File: config.mk
export PLATFORM = sky130hd
export DESIGN_NAME = pc_redirect
export DESIGN_NICKNAME = d
export VERILOG_FILES = /design/src/rtl/cpu_pkg.sv /design/src/rtl/pc_redirect_next_pc_mux.sv /design/src/rtl/pc_redirect.sv
export SDC_FILE = /design/constraint.sdc
export NUM_CORES = 1
export LEC_CHECK = 0
export ABC_AREA = 0
export CAP_MARGIN = 20
export CORE_AREA = 8 8 116 118
export CTS_BUF_LIST = sky130_fd_sc_hd__clkbuf_8
export DETAILED_ROUTE_END_ITERATION = 10
export DIE_AREA = 0 0 124 126
export HOLD_SLACK_MARGIN = 0.03
export PLACE_DENSITY = 0.9
export REMOVE_ABC_BUFFERS = 1
export SYNTH_ARGS = -nofsm -noshare
export SYNTH_HDL_FRONTEND = slang
export SYNTH_SLANG_ARGS = --single-unit
File: constraint.sdc
create_clock -name clk -period 2.38 [get_ports clk]
set_input_delay 0.238 -clock clk [delete_from_list [all_inputs] [get_ports clk]]
set_output_delay 0.238 -clock clk [all_outputs]
set_load 0.03 [all_outputs]
File: src/rtl/cpu_pkg.sv
// Shared IF-stage types and constants: reset/exception vectors and the redirect FSM states.
package cpu_pkg;
    localparam int XLEN = 32;

    localparam logic [XLEN-1:0] RESET_PC   = 32'hBFC0_0000;
    localparam logic [XLEN-1:0] EXC_VECTOR = 32'hBFC0_0380;

    typedef enum logic {
        RUN  = 1'b0,
        PEND = 1'b1
    } pcState_t;

    // One candidate next-PC source: whether it fires this cycle and where it goes.
    typedef struct packed {
        logic            valid;
        logic [XLEN-1:0] target;
    } redirect_t;
endpackage

File: src/rtl/pc_redirect_next_pc_mux.sv
// Combinational redirect source decode: exception target and ID-stage branch/jump/jr target.
module next_pc_mux
    import cpu_pkg::*;
#(
    parameter logic [cpu_pkg::XLEN-1:0] EXC_VECTOR = cpu_pkg::EXC_VECTOR
) (
    input  logic            StallD,
    input  logic            BranchD,
    input  logic            branch_taken,
    input  logic [XLEN-1:0] PCBranchD,
    input  logic [XLEN-1:0] PCJumpD,
    input  logic            JrD,
    input  logic [XLEN-1:0] JrTargetD,
    input  logic            ExcTakenM,
    input  logic            ExcUseEpc,
    input  logic [XLEN-1:0] EpcM,
    output redirect_t       excReq,
    output redirect_t       rdReq
);
    always_comb begin
        excReq.valid  = ExcTakenM;
        excReq.target = ExcUseEpc ? EpcM : EXC_VECTOR;

        // ID outputs are stale while ID is stalled, so they cannot redirect.
        rdReq.valid = ~StallD & (BranchD | JrD);
        if (branch_taken)
            rdReq.target = PCBranchD;
        else if (BranchD)
            rdReq.target = PCJumpD;
        else
            rdReq.target = JrTargetD;
    end
endmodule

File: src/rtl/pc_redirect.sv
// IF-stage PC register with a one-entry redirect hold for cycles where fetch cannot advance.
// Build option: define PC_ALIGN_CHECK_EN to report misaligned PCF on AdELF and block its fetch.
module pc_redirect #(
    parameter logic [cpu_pkg::XLEN-1:0] RESET_PC   = cpu_pkg::RESET_PC,
    parameter logic [cpu_pkg::XLEN-1:0] EXC_VECTOR = cpu_pkg::EXC_VECTOR
) (
    input  logic                     clk,
    input  logic                     rst,
    input  logic                     StallF,
    input  logic                     StallD,
    input  logic                     BranchD,
    input  logic                     branch_taken,
    input  logic [cpu_pkg::XLEN-1:0] PCBranchD,
    input  logic [cpu_pkg::XLEN-1:0] PCJumpD,
    input  logic                     JrD,
    input  logic [cpu_pkg::XLEN-1:0] JrTargetD,
    input  logic                     ExcTakenM,
    input  logic                     ExcUseEpc,
    input  logic [cpu_pkg::XLEN-1:0] EpcM,
    input  logic                     inst_ok,
    output logic                     inst_req,
    output logic [cpu_pkg::XLEN-1:0] PCF,
    output logic [cpu_pkg::XLEN-1:0] PCPlus4F,
    output logic                     AdELF,
    output logic                     RedirectPendF
);
    import cpu_pkg::*;

    pcState_t        state, stateNext;
    logic [XLEN-1:0] pcReg, pcNext;
    logic [XLEN-1:0] pendTgt, pendTgtNext;
    redirect_t       excReq, rdReq;
    logic            advance;

    next_pc_mux #(.EXC_VECTOR(EXC_VECTOR)) uMux (
        .StallD      (StallD),
        .BranchD     (BranchD),
        .branch_taken(branch_taken),
        .PCBranchD   (PCBranchD),
        .PCJumpD     (PCJumpD),
        .JrD         (JrD),
        .JrTargetD   (JrTargetD),
        .ExcTakenM   (ExcTakenM),
        .ExcUseEpc   (ExcUseEpc),
        .EpcM        (EpcM),
        .excReq      (excReq),
        .rdReq       (rdReq)
    );

    assign advance       = inst_ok & ~StallF;
    assign PCF           = pcReg;
    assign PCPlus4F      = pcReg + 32'd4;
    assign RedirectPendF = (state == PEND);

`ifdef PC_ALIGN_CHECK_EN
    assign AdELF    = (pcReg[1:0] != 2'b00);
    assign inst_req = ~rst & ~StallF & ~AdELF;
`else
    assign AdELF    = 1'b0;
    assign inst_req = ~rst & ~StallF;
`endif

    always_comb begin
        stateNext   = state;
        pcNext      = pcReg;
        pendTgtNext = pendTgt;
        case (state)
            RUN: begin
                if (advance) begin
                    if (excReq.valid)
                        pcNext = excReq.target;
                    else if (rdReq.valid)
                        pcNext = rdReq.target;
                    else
                        pcNext = PCPlus4F;
                end else if (excReq.valid | rdReq.valid) begin
                    pendTgtNext = excReq.valid ? excReq.target : rdReq.target;
                    stateNext   = PEND;
                end
            end
            PEND: begin
                // ID re-presents the same redirect while held, so only an exception can replace the latch.
                if (advance) begin
                    pcNext    = excReq.valid ? excReq.target : pendTgt;
                    stateNext = RUN;
                end else if (excReq.valid) begin
                    pendTgtNext = excReq.target;
                end
            end
            default: stateNext = RUN;
        endcase
    end

    always_ff @(posedge clk) begin
        if (rst) begin
            state   <= RUN;
            pcReg   <= RESET_PC;
            pendTgt <= '0;
        end else begin
            state   <= stateNext;
            pcReg   <= pcNext;
            pendTgt <= pendTgtNext;
        end
    end
endmodule

==> results.toml <==
[clocking]
clk_path_buf_depth = 2
root_buffer_selected_by_cts = "sky130_fd_sc_hd__clkbuf_8"
cts_tree = "built"
ctsHtreeMaxLevel = 3
worst_skew_pair.late_latency_ns = 0.36
cts_sinks = 65
cts_hold_fix_bufs = 0
cts-buffers-inserted = 9
clk_pin_slew_ns = 0.07

[yosys]
yosysTopAreaCell = "sky130_fd_sc_hd__dfxtp_1"
post_synth_cell_types = 71
synth.area.top_cells = "sky130_fd_sc_hd__dfxtp_1 (25%), sky130_fd_sc_hd__o21ai_0 (7.0%), sky130_fd_sc_hd__nand2_1 (6.7%), sky130_fd_sc_hd__mux2i_1 (6.4%), sky130_fd_sc_hd__a21oi_1 (4.1%)"
yosys_warn_count = 0
synth_edf_count = 0
yosys.area.top_type_share_pct = 25.02
mappedNetlistArea_um2 = 5201
ys_dominant_reg_cell = "sky130_fd_sc_hd__dfxtp_1"
synth_sequential_area_ratio_pct = 25.02
asyncSetResetFlopFracSynth_pct = 0
synth_seq_cells = 65
syn-instance-count = 719
syn-mean-instance-area_um2 = 7.234

[place]
io_buffers = 203
dp_hpwl_um = 17250
finalWeightedCongestion = 0.9774
numPlacedInstances = 1075
placement.setup.worst_slack_ns = 0.09949

[pwr]
power_density_nw_per_um2 = 427.1
vdd.ir_drop.worst_mv = 0.3034
p_leak_nw = 3.283

[critical_path]
criticalPathCategory = "reg -> out"
r2r-start = "PCF[8]$_SDFFE_PP0P_"
critPathLaunch = "PCF[8]$_SDFFE_PP0P_"
critical_path.max_fanout = 4
worst_setup_path_endpoint = "PCPlus4F[31]"
reg2reg_setup_slack_ns = 0.08
worstRegToRegCells = 5
end_kind = "output port"
endpoint_required_time_on_the_critical_path_ns = 2.14
rr_endpoint = "PCF[31]$_SDFFE_PP1P_"
critPathArrivalTime_ns = 2.18
worst_setup_path_start_kind = "register"

[routing]
dr.max_layer_used = "met5"
detail_route.wirelength_um = 23420
routed-wl-met3_um = 3124
routed_via_density = 6.403
drtIter0Drc = 1023
drcViolationCount = 0
routed_vias = 7095
drtAntennaViolNets = 0
drt_pass1_iterations = 10
route.layer.met1.wl_um = 8187
wire_per_inst_um = 21.13
wl_met2_um = 11070

[run_status]
failed_checks = "setup timing"
outcome = "finished, violations left"

[global_route]
grt_antenna_before_repair = 1
globalRouteOverflowTotal = 0
grt_pass1_vias = 6769
first_pass_grt_wire_length_um = 35050
global_route.usage.total_pct = 28.05
grt_start_max_net_pins = 36

[floorplan]
placementRows = 40
core_box_area_um2 = 11710
die_w_um = 124
ioPinCount = 205
start_util_pct = 44.41
chipHeight_um = 126
die_area_um2 = 15620

[cells_and_area]
filler_cell_count = 905
antenna-diode-count = 0
fraction_of_layout_cells_with_a_size_suffix_above_1_pct = 20.60
seq_area_um2 = 1325
instances_no_fill = 1108
area_delta_synth_final_pct = 60.45
multi_input_area_um2 = 3734
number_of_nets_in_the_layout = 1096

[sta]
worst_slew_margin_rel_pct = 53.29
rsz0062_at_grt = "yes"
fmax_ghz = 0.4128
final_hold_viols = 0
fin_worst_skew_ns = 0.008010
fin_tns_setup_ns = -0.07758
final_min_period_over_clock_period_pct = 101.8
setup-violations-final = 5
final_period_minus_worst_setup_slack_ns = 2.423
max_slew.worst_pin.slew_ns = 0.6981
holdWs_ns = 0.3754
finalWorstSetupSlack_ns = -0.04260
final_max_slew_viols = 0

[run]
drv_cap = 0

[worst_hold_path]
path_class_of_the_lowest_slack_min_delay_path = "in -> reg"
critical path, stage by stage, from the launching register on:
cell	delay, ns
sky130_fd_sc_hd__dfxtp_2	0.35
sky130_fd_sc_hd__and4_4	0.24
sky130_fd_sc_hd__nand4_1	0.24
sky130_fd_sc_hd__or4_4	0.67
sky130_fd_sc_hd__xnor2_4	0.19
sky130_fd_sc_hd__buf_12	0.14
kinds of logic after synthesis:
group | synth area share, %
fa+ha+maj | 0.2405
flops | 25.02
mux | 9.598
other cells | 0.07210
xor+xnor | 3.536
compound gates | 32.07
simple gates | 23.21
buf+inv | 6.254
routing by layer:
metal	vias up	global-route usage, %
li1	3173	-
met1	3227	32.98
met2	574	45.84
met3	119	8.847
met4	2	11.55
met5	-	0
power by group:
group | switching (mW) | total (mW) | internal (mW)
Sequential | 0.0783 | 1.26 | 1.18
Clock | 0.460 | 0.850 | 0.390
Combinational | 0.759 | 1.46 | 0.697
synth_stat cells (all sizes together) (9+ instances only):
| library cell | instances |
|---|---|
| or2 | 9 |
| a21oi | 43 |
| nand3 | 18 |
| a221oi | 14 |
| mux2 | 15 |
| clkbuf | 52 |
| o211ai | 12 |
| a211oi | 11 |
| o221ai | 9 |
| o21ai | 73 |
| nand4 | 16 |
| nor3 | 20 |
| buf | 13 |
| nand2 | 93 |
| a22oi | 10 |
| mux2i | 33 |
| nor2 | 54 |
| inv | 15 |
| a22o | 10 |
| dfxtp | 65 |
| xnor2 | 16 |
how the worst min path moves through the flow:
stage,startpoint,to,slack [ns],cells past startpoint
final,rst,pendTgt[31]$_SDFFE_PP0P_,0.38,2
after global routing,ExcTakenM,pendTgt[29]$_SDFFE_PP0P_,0.36,3
after CTS,ExcTakenM,pendTgt[29]$_SDFFE_PP0P_,0.35,3
after detailed placement,pendTgt[17]$_SDFFE_PP0P_,pendTgt[17]$_SDFFE_PP0P_,0.47,2
after global placement,pendTgt[23]$_SDFFE_PP0P_,pendTgt[23]$_SDFFE_PP0P_,0.46,2
after floorplan,rst,pendTgt[11]$_SDFFE_PP0P_,0.31,1
what timing repair did:
| action | in CTS | in global routing |
|---|---|---|
| pin swaps | 10 | 15 |
| resized for setup | 17 | 38 |
| endpoints found under the setup margin | 17 | 16 |
| buffers inserted | 3 | 14 |
| endpoints found under the hold margin | 0 | 0 |
| cloned | 0 | 1 |
placed cells by master, fill, tap and decap left out, types with 5 or more instances in the layout:
cell type / count
sky130_fd_sc_hd__nand3_1: 16
sky130_fd_sc_hd__nor2_1: 53
sky130_fd_sc_hd__a21oi_1: 42
sky130_fd_sc_hd__nand2_1: 92
sky130_fd_sc_hd__o21ai_0: 72
sky130_fd_sc_hd__mux2_2: 15
sky130_fd_sc_hd__o221ai_1: 9
sky130_fd_sc_hd__buf_12: 18
sky130_fd_sc_hd__a31oi_1: 8
sky130_fd_sc_hd__o21a_1: 5
sky130_fd_sc_hd__nand4_1: 15
sky130_fd_sc_hd__buf_4: 82
sky130_fd_sc_hd__or2_2: 6
sky130_fd_sc_hd__o211ai_1: 12
sky130_fd_sc_hd__a22oi_1: 10
sky130_fd_sc_hd__buf_6: 10
sky130_fd_sc_hd__nor3_1: 19
sky130_fd_sc_hd__dfxtp_1: 50
sky130_fd_sc_hd__o22ai_1: 6
sky130_fd_sc_hd__mux2i_1: 33
sky130_fd_sc_hd__nor4_1: 5
sky130_fd_sc_hd__dfxtp_2: 13
sky130_fd_sc_hd__a221oi_1: 14
sky130_fd_sc_hd__xnor2_2: 5
sky130_fd_sc_hd__a211oi_1: 11
sky130_fd_sc_hd__and2_1: 5
sky130_fd_sc_hd__a22o_1: 10
sky130_fd_sc_hd__o31ai_1: 6
sky130_fd_sc_hd__xnor2_1: 9
sky130_fd_sc_hd__buf_2: 5
sky130_fd_sc_hd__clkbuf_8: 10
sky130_fd_sc_hd__a2bb2oi_1: 6
sky130_fd_sc_hd__clkdlybuf4s50_1: 174
sky130_fd_sc_hd__inv_1: 16
final cells by class:
| type | instances | area share, % |
|---|---|---|
| clock inverter | 5 | 0.2849 |
| clock buffer | 10 | 1.649 |
| tap | 147 | 2.204 |
| inverter | 16 | 0.7196 |
| sequential | 65 | 15.88 |
| timing repair buffer | 292 | 34.53 |
| multi-input combinational | 573 | 44.74 |
sequential cells by signal (all words and copies together) (netlist names):
signal,cells
RedirectPendF,1
pendTgt,32
PCF,32
through the flow:
stage	utilization [%]	power, mW	area [um^2]
after detailed placement	67.00	2.661	7846
after global placement	67.00	2.631	7846
final	71.26	3.564	8346
after floorplan	-	1.905	4936
after CTS	69.23	3.482	8108
after global routing	71.26	3.691	8346
No activity file was read; power rests on OpenSTA's default activity.
